`src/rtl/conv_pkg.sv`:
```
// Shared constants for the binary convolution datapath (conv_module array and its back end).
package conv_pkg;

    localparam int unsigned NUM_TAPS   = 9;
    localparam int unsigned WORD_W     = 16;
    localparam int unsigned ADDR_W     = 12;
    localparam int unsigned IDX_W      = 4;
    localparam int unsigned NEG_THRESH = NUM_TAPS / 2;

    // Width needed to hold a count of 0..taps.
    function automatic int unsigned cnt_width(input int unsigned taps);
        return $clog2(taps + 1);
    endfunction

endpackage

```
`src/rtl/tap_popcount.sv`:
```
// Combinational population count of the per-tap negative flags.
module tap_popcount
    import conv_pkg::*;
#(
    parameter int unsigned N_TAPS = NUM_TAPS,
    parameter int unsigned CNT_W  = cnt_width(NUM_TAPS)
) (
    input  logic [N_TAPS-1:0] flags,
    output logic [CNT_W-1:0]  count
);

    always_comb begin
        count = '0;
        for (int unsigned i = 0; i < N_TAPS; i++) begin
            count = count + CNT_W'(flags[i]);
        end
    end

endmodule

```
`src/rtl/conv_row_writer.sv`:
```
// Thresholds per-pixel negative counts into output bits, packs them into row words
// and writes each completed row to the output SRAM.
module conv_row_writer #(
    parameter int unsigned       NUM_TAPS  = conv_pkg::NUM_TAPS,
    parameter int unsigned       WORD_W    = conv_pkg::WORD_W,
    parameter int unsigned       ADDR_W    = conv_pkg::ADDR_W,
    parameter int unsigned       IDX_W     = conv_pkg::IDX_W,
    parameter logic [ADDR_W-1:0] BASE_ADDR = '0
) (
    input  logic                clock,
    input  logic                reset,
    input  logic                pix_valid,
    input  logic [NUM_TAPS-1:0] neg_flags,
    input  logic [IDX_W-1:0]    idx_in,
    input  logic                row_last,
    input  logic                frame_last,
    input  logic                addr_clear,
    output logic                sram_write_enable,
    output logic [ADDR_W-1:0]   sram_write_address,
    output logic [WORD_W-1:0]   sram_write_data,
    output logic                frame_done,
    output logic                idx_err
);

    localparam int unsigned CNT_W  = conv_pkg::cnt_width(NUM_TAPS);
    localparam int unsigned THRESH = NUM_TAPS / 2;

    logic [CNT_W-1:0]  pop_cnt;
    logic [CNT_W-1:0]  s1_cnt;
    logic              s1_valid;
    logic              s1_row_last;
    logic              s1_frame_last;
    logic [IDX_W-1:0]  s1_idx;

    logic              s1_bit;
    logic              s1_idx_ok;
    logic              s1_row_end;
    logic [WORD_W-1:0] merged;

    logic [WORD_W-1:0] row_reg;
    logic [ADDR_W-1:0] addr_cnt;
    logic              w_valid;
    logic              w_frame;
    logic [WORD_W-1:0] w_data;
    logic [ADDR_W-1:0] w_addr;

    tap_popcount #(
        .N_TAPS(NUM_TAPS),
        .CNT_W (CNT_W)
    ) u_popcount (
        .flags(neg_flags),
        .count(pop_cnt)
    );

    // Merged word bypasses the current pixel's bit so a row can close on the same edge.
    always_comb begin
        s1_bit     = (32'(s1_cnt) <= THRESH);
        s1_idx_ok  = (32'(s1_idx) < WORD_W);
        s1_row_end = s1_valid && s1_row_last;
        merged     = row_reg;
        if (s1_valid && s1_idx_ok) begin
            merged[s1_idx] = s1_bit;
        end
    end

    always_ff @(posedge clock) begin
        if (!reset) begin
            s1_valid      <= 1'b0;
            s1_cnt        <= '0;
            s1_idx        <= '0;
            s1_row_last   <= 1'b0;
            s1_frame_last <= 1'b0;
        end else begin
            s1_valid      <= pix_valid;
            s1_cnt        <= pop_cnt;
            s1_idx        <= idx_in;
            s1_row_last   <= pix_valid && row_last;
            s1_frame_last <= pix_valid && row_last && frame_last;
        end
    end

    always_ff @(posedge clock) begin
        if (!reset) begin
            row_reg  <= '0;
            addr_cnt <= BASE_ADDR;
            w_valid  <= 1'b0;
            w_frame  <= 1'b0;
            w_data   <= '0;
            w_addr   <= '0;
            idx_err  <= 1'b0;
        end else begin
            w_valid <= s1_row_end;
            if (s1_valid && !s1_idx_ok) begin
                idx_err <= 1'b1;
            end
            if (s1_row_end) begin
                row_reg <= '0;
                w_data  <= merged;
                w_addr  <= addr_cnt;
                w_frame <= s1_frame_last;
            end else begin
                row_reg <= merged;
            end
            // A clear coinciding with a row write lets that write keep the old address.
            if (addr_clear) begin
                addr_cnt <= BASE_ADDR;
            end else if (s1_row_end) begin
                addr_cnt <= addr_cnt + ADDR_W'(1);
            end
        end
    end

    always_ff @(posedge clock) begin
        if (!reset) begin
            sram_write_enable  <= 1'b0;
            sram_write_address <= '0;
            sram_write_data    <= '0;
            frame_done         <= 1'b0;
        end else begin
            sram_write_enable <= w_valid;
            frame_done        <= w_valid && w_frame;
            if (w_valid) begin
                sram_write_address <= w_addr;
                sram_write_data    <= w_data;
            end
        end
    end

endmodule
```
`config.mk`:
```
export PLATFORM = sky130hd
export DESIGN_NAME = conv_row_writer
export DESIGN_NICKNAME = d
export VERILOG_FILES = /design/src/rtl/conv_pkg.sv /design/src/rtl/tap_popcount.sv /design/src/rtl/conv_row_writer.sv
export SDC_FILE = /design/constraint.sdc
export NUM_CORES = 1
export LEC_CHECK = 0
export ABC_AREA = 1
export CORE_ASPECT_RATIO = 0.7
export CORE_MARGIN = 2
export CORE_UTILIZATION = 53
export CTS_BUF_LIST = sky130_fd_sc_hd__clkbuf_2
export CTS_CLUSTER_SIZE = 30
export DETAILED_ROUTE_END_ITERATION = 6
export DONT_BUFFER_PORTS = 1
export GPL_TIMING_DRIVEN = 1
export PLACE_DENSITY = 0.74
export RECOVER_POWER = 25
export SLEW_MARGIN = 10
export SYNTH_ARGS = -nofsm -noshare
export SYNTH_HDL_FRONTEND = slang
export SYNTH_SLANG_ARGS = --single-unit
```
`constraint.sdc`:
```
create_clock -name clock -period 6.46 [get_ports clock]
set_clock_uncertainty 0.05 [all_clocks]
set_input_delay 0.969 -clock clock [delete_from_list [all_inputs] [get_ports clock]]
set_output_delay 0.969 -clock clock [all_outputs]
set_load 0.01 [all_outputs]
```
# [Yosys cells after proc, flatten, opt, wreduce, memory -nomap -nowiden]
# Index checks and enable logic that the tools add are counted.
[totals] elab_cells=39 memories=0 inputBits=19 mem_bits_ro=0 ramBits=0 output_inout_bits=31 latchBits=0 ff_bits=99
[classes] addsub=9 n_reduce_logical=7 n_shift=0 multipliers=0 n_div=0 n_mux=4 n_lt_le_gt_ge=3 eq_ne=0 bitwise_logic=1
[ops] cell="$add A4 B1 Y4" count=7
[ops] cell="$bwmux W16" count=1
[ops] cell="$mux W16" count=1
[ops] cell="$add A12 B1 Y12 const B" count=1
[ops] cell="$logic_and A1 B1 Y1" count=5
[ops] cell="$lt A4 B5 Y1 const B" count=1
[ops] cell="$demux W1 S4" count=1
[ops] cell="$ge A4 B1 Y1 const B" count=1
[ops] cell="$le A4 B3 Y1 const B" count=1
[ops] cell="$reduce_or A2 Y1" count=2
[ops] cell="$add A1 B1 Y2" count=1
[ops] cell="$mux W1" count=1
[ops] cell="$not A1 Y1" count=1

# [Longest topological paths before layout]
[depth] word_depth=8 mapped_depth=10 depth_no_buf=10

# [Cells and area by module]
# From an unflattened synthesis, not the netlist that was laid out.
[unflattened] cells_unflattened=515 area_unflattened_um2=3858.7
[modules_own_cells] mod="conv_row_writer" instances=1 cells_per_inst=487 area_each_um2=3653.5 seq_area_each_um2=1981.9
[modules_own_cells] mod="tap_popcount" instances=1 cells_per_inst=28 area_each_um2=205.2 seq_area_each_um2=0.0

# [Worst setup path before layout]
# Ideal clock, no wire load.
[synth_timing] kind="in2reg" start="input neg_flags[0]" end="register s1_cnt[2]" required_time_ns=6.289 slack_ns=2.855 path_stages=10 arrival_ns=3.434 path_buffers=0 setup_ns=0.121 cell_sequence="ha_1 inv_1 fa_1 fa_1 fa_1 inv_1 ha_1 fa_1 xnor2_1 nor2_1"
[synth_between] elab_chain_cells=8
[synth_lines] element="from (decl)" line_no="conv_row_writer.sv:13" text="input logic [NUM_TAPS-1:0] neg_flags,"
[synth_lines] element="$add A1 B1 Y2" line_no="tap_popcount.sv:15" text="count = count + CNT_W'(flags[i]);"
[synth_lines] element="$add A4 B1 Y4 (7 in a row)" line_no="tap_popcount.sv:15"
[synth_lines] element="to (signal assigned)" line_no="conv_row_writer.sv:75" text="s1_cnt <= pop_cnt;"
[synth_lines] element="to (decl)" line_no="conv_row_writer.sv:29" text="logic [CNT_W-1:0] s1_cnt;"
# Every way passes these cells.
# A chain may end at the register's enable or synchronous reset.

# [Final worst setup path]
# Ends and elaborated chain as after synthesis.

==> results.cfg <==
[cts]
hold_buffers = 0
cts.path.max_buffers = 2
clk_pin_slew_ns = 0.28
cts_root_buf = clkbuf_2
postCtsSetupBuffers = 0
cts_buffers = 9
htreeDepth = 3
clock_latency_ns = 0.58
tritoncts = done
clock_sinks = 99
cts_resized = 0

[timing]
min_period_ns = 3.10
finalMaxSlewViolations = 0
final_hold_viol_count = 0
tightestPinTransition_ns = 1.24
fin_setup_tns_ns = 0
fin_crit_sh_pct = 48.0
final-setup-viol-count = 0
rsz0062_at_grt = false
slew_headroom_pct = 17.6
fmax_ghz = 0.323

[critical_path]
crit_path_max_fanout = 2
cp_cell_sequence = ha_1, inv_1, fa_1, fa_1, fa_1, inv_1, ha_1, fa_1, xnor2_1, nor2_1
required_ns = 6.93
timing.critical_path.mode_cell = fa_1
path_buf_inv = 2
cp_slowest_stage_delay_ns = 0.49
critical_path.slowest_cell = fa_1
end_kind = flip-flop
cp_data_arrival_time_ns = 3.57
worstSetupStartpointType = input pin
critical-path-top-delay-family = adder cells
path_class = input pin to flip-flop

[synth]
yosys_warnings = 0
synth-seq-cells = 99
synthCells = 516
ys_seq_area_share_pct = 49.7
synth_area_per_cell_um2 = 7.74
yosysUniqueCellTypes = 29
syn_area_mm2 = 0.00399
synth_nets = 547

[detailed_routing]
initialDrtViolationCount = 186
ant_nets = 0
drt_wl_total_um = 8310
drtPass1Iterations = 6
vias = 3123
drcViolationCount = 0
wl_per_cell_um = 13.6
post_drt_via_cell_ratio = 5.09

[layout]
regArea_mm2 = 0.00198
nFillCells = 716
multiInputGateArea_mm2 = 0.00169
num_antenna_cells = 0
final_cell_area_mm2 = 0.00414
nets = 541
area_growth_pct = 3.70
drive_above_1_share_pct = 6.60

[power]
p_total_mw = 1.02
leakage_nw = 1.88
ir_worst_vdd_mv = 0.127
cellPowerDensity_mw_per_mm2 = 245

[placement]
place_congestion = 0.849
port_buffers = 0
place_area_mm2 = 0.00402
place_hpwl_um = 5660

[die]
die_w_um = 108
die_h_um = 76.6
die-area_mm2 = 0.00825
core-area_mm2 = 0.00729
rows = 26
io_pins = 50
initial_core_util_pct = 54.8

[job]
drv_cap = 0

[global_route]
overflow = 0
antenna_found_initial = 0
grt_pass1_wl_um = 14300
grt_pass1_vias = 3088
grt_max_degree = 40
grt_usage_pct = 21.9

[run_status]
outcome = complete, no violations

[worst_hold_path]
hold_path.class = input pin to flip-flop
-- synthesized netlist by cell type --
| cell | count | area, µm² |
|---|---|---|
| o21ai_2 | 6 | 52.6 |
| inv_1 | 55 | 206 |
| o21ai_0 | 34 | 170 |
| a21oi_2 | 1 | 8.76 |
| o22ai_1 | 3 | 18.8 |
| o21ai_1 | 1 | 5.00 |
| ha_1 | 7 | 87.6 |
| buf_6 | 3 | 33.8 |
| a21oi_1 | 13 | 65.1 |
| nor2_8 | 1 | 20.0 |
| nand3_4 | 1 | 17.5 |
| conb_1 | 1 | 3.75 |
| buf_4 | 1 | 7.51 |
| xnor2_1 | 1 | 8.76 |
| nor3b_1 | 1 | 7.51 |
| nand4_1 | 4 | 25.0 |
| clkbuf_1 | 7 | 26.3 |
| nor2_4 | 1 | 11.3 |
| nor2_2 | 3 | 18.8 |
| o21bai_1 | 14 | 105 |
| nand3_2 | 1 | 10.0 |
| nand2_4 | 1 | 11.3 |
| fa_1 | 5 | 100 |
| nor2_1 | 97 | 364 |
| inv_2 | 3 | 11.3 |
| dfxtp_1 | 99 | 1980 |
| buf_2 | 7 | 35.0 |
| nand2_1 | 118 | 443 |
| nand3_1 | 27 | 135 |
-- path summary, 6_finish.rpt --
path | endpoint | start | slack, ns | cells after the start
max | s1_cnt[2] | neg_flags[0] | 3.36 | 10
min | s1_cnt[1] | reset | 0.40 | 2
max reg2reg | w_addr[4] | s1_valid | 4.18 | 5
min reg2reg | w_frame | s1_frame_last | 0.42 | 2
-- cells in the final DEF (no fill, tap or decap), drive strengths merged --
cell and instances:
xnor2 1, fa 5, a21oi 14, clkinv 3
o21ai 41, o22ai 3, o21bai 14, nor3b 1
inv 62, ha 7, nand4 4, conb 1
clkbuf 10, nor2 102, nand2 119, dfxtp 99
nand3 29
-- metal layers --
metal | global-route usage, % | up-vias | wire (µm)
met5 | 0 | - | 0
met2 | 32.3 | 81 | 3470
met4 | 6.79 | 0 | 91
met3 | 6.50 | 11 | 589
li1 | - | 1593 | -
met1 | 30.9 | 1438 | 4160
-- per-stage QoR --
stage          util, %  instances  hold slack (ns)  setup WS (ns)
6_report          56.8        613            0.402           3.36
5_1_grt           56.8        613            0.357           3.32
4_1_cts           56.9        613            0.363           3.36
3_5_place_dp      55.2        597            0.370           2.70
3_3_place_gp      55.2        597            0.369           2.79
2_1_floorplan        -        516            0.356           2.86
-- layout make-up --
type	count	share of cell area [%]
inverters	58	5.26
clock buffers	9	1.09
repair buffers	1	0.0907
flip-flops and latches	99	47.9
well taps	98	2.96
clock inverters	7	1.90
multi-input cells	341	40.8
-- cells by family (layout without fill, tap and decap cells) --
logic type | Yosys count | in the layout | share of synthesized area, %
AOI/OAI and AO/OA | 72 | 72 | 10.7
xor gates and xnor gates | 1 | 1 | 0.219
adders and majority gates | 12 | 12 | 4.70
buffers and inverters | 76 | 75 | 8.03
DFF | 99 | 99 | 49.7
other | 1 | 1 | 0.0940
and+or+nand+nor | 255 | 255 | 26.6
-- report_power, final --
group          total, mW  leakage [nW]  internal (mW)  switching (mW)
logic             0.0798          1.00         0.0263          0.0535
registers          0.635         0.801          0.626         0.00859
clock network      0.301        0.0767         0.0679           0.233
No activity file was read; power rests on OpenSTA's default activity.
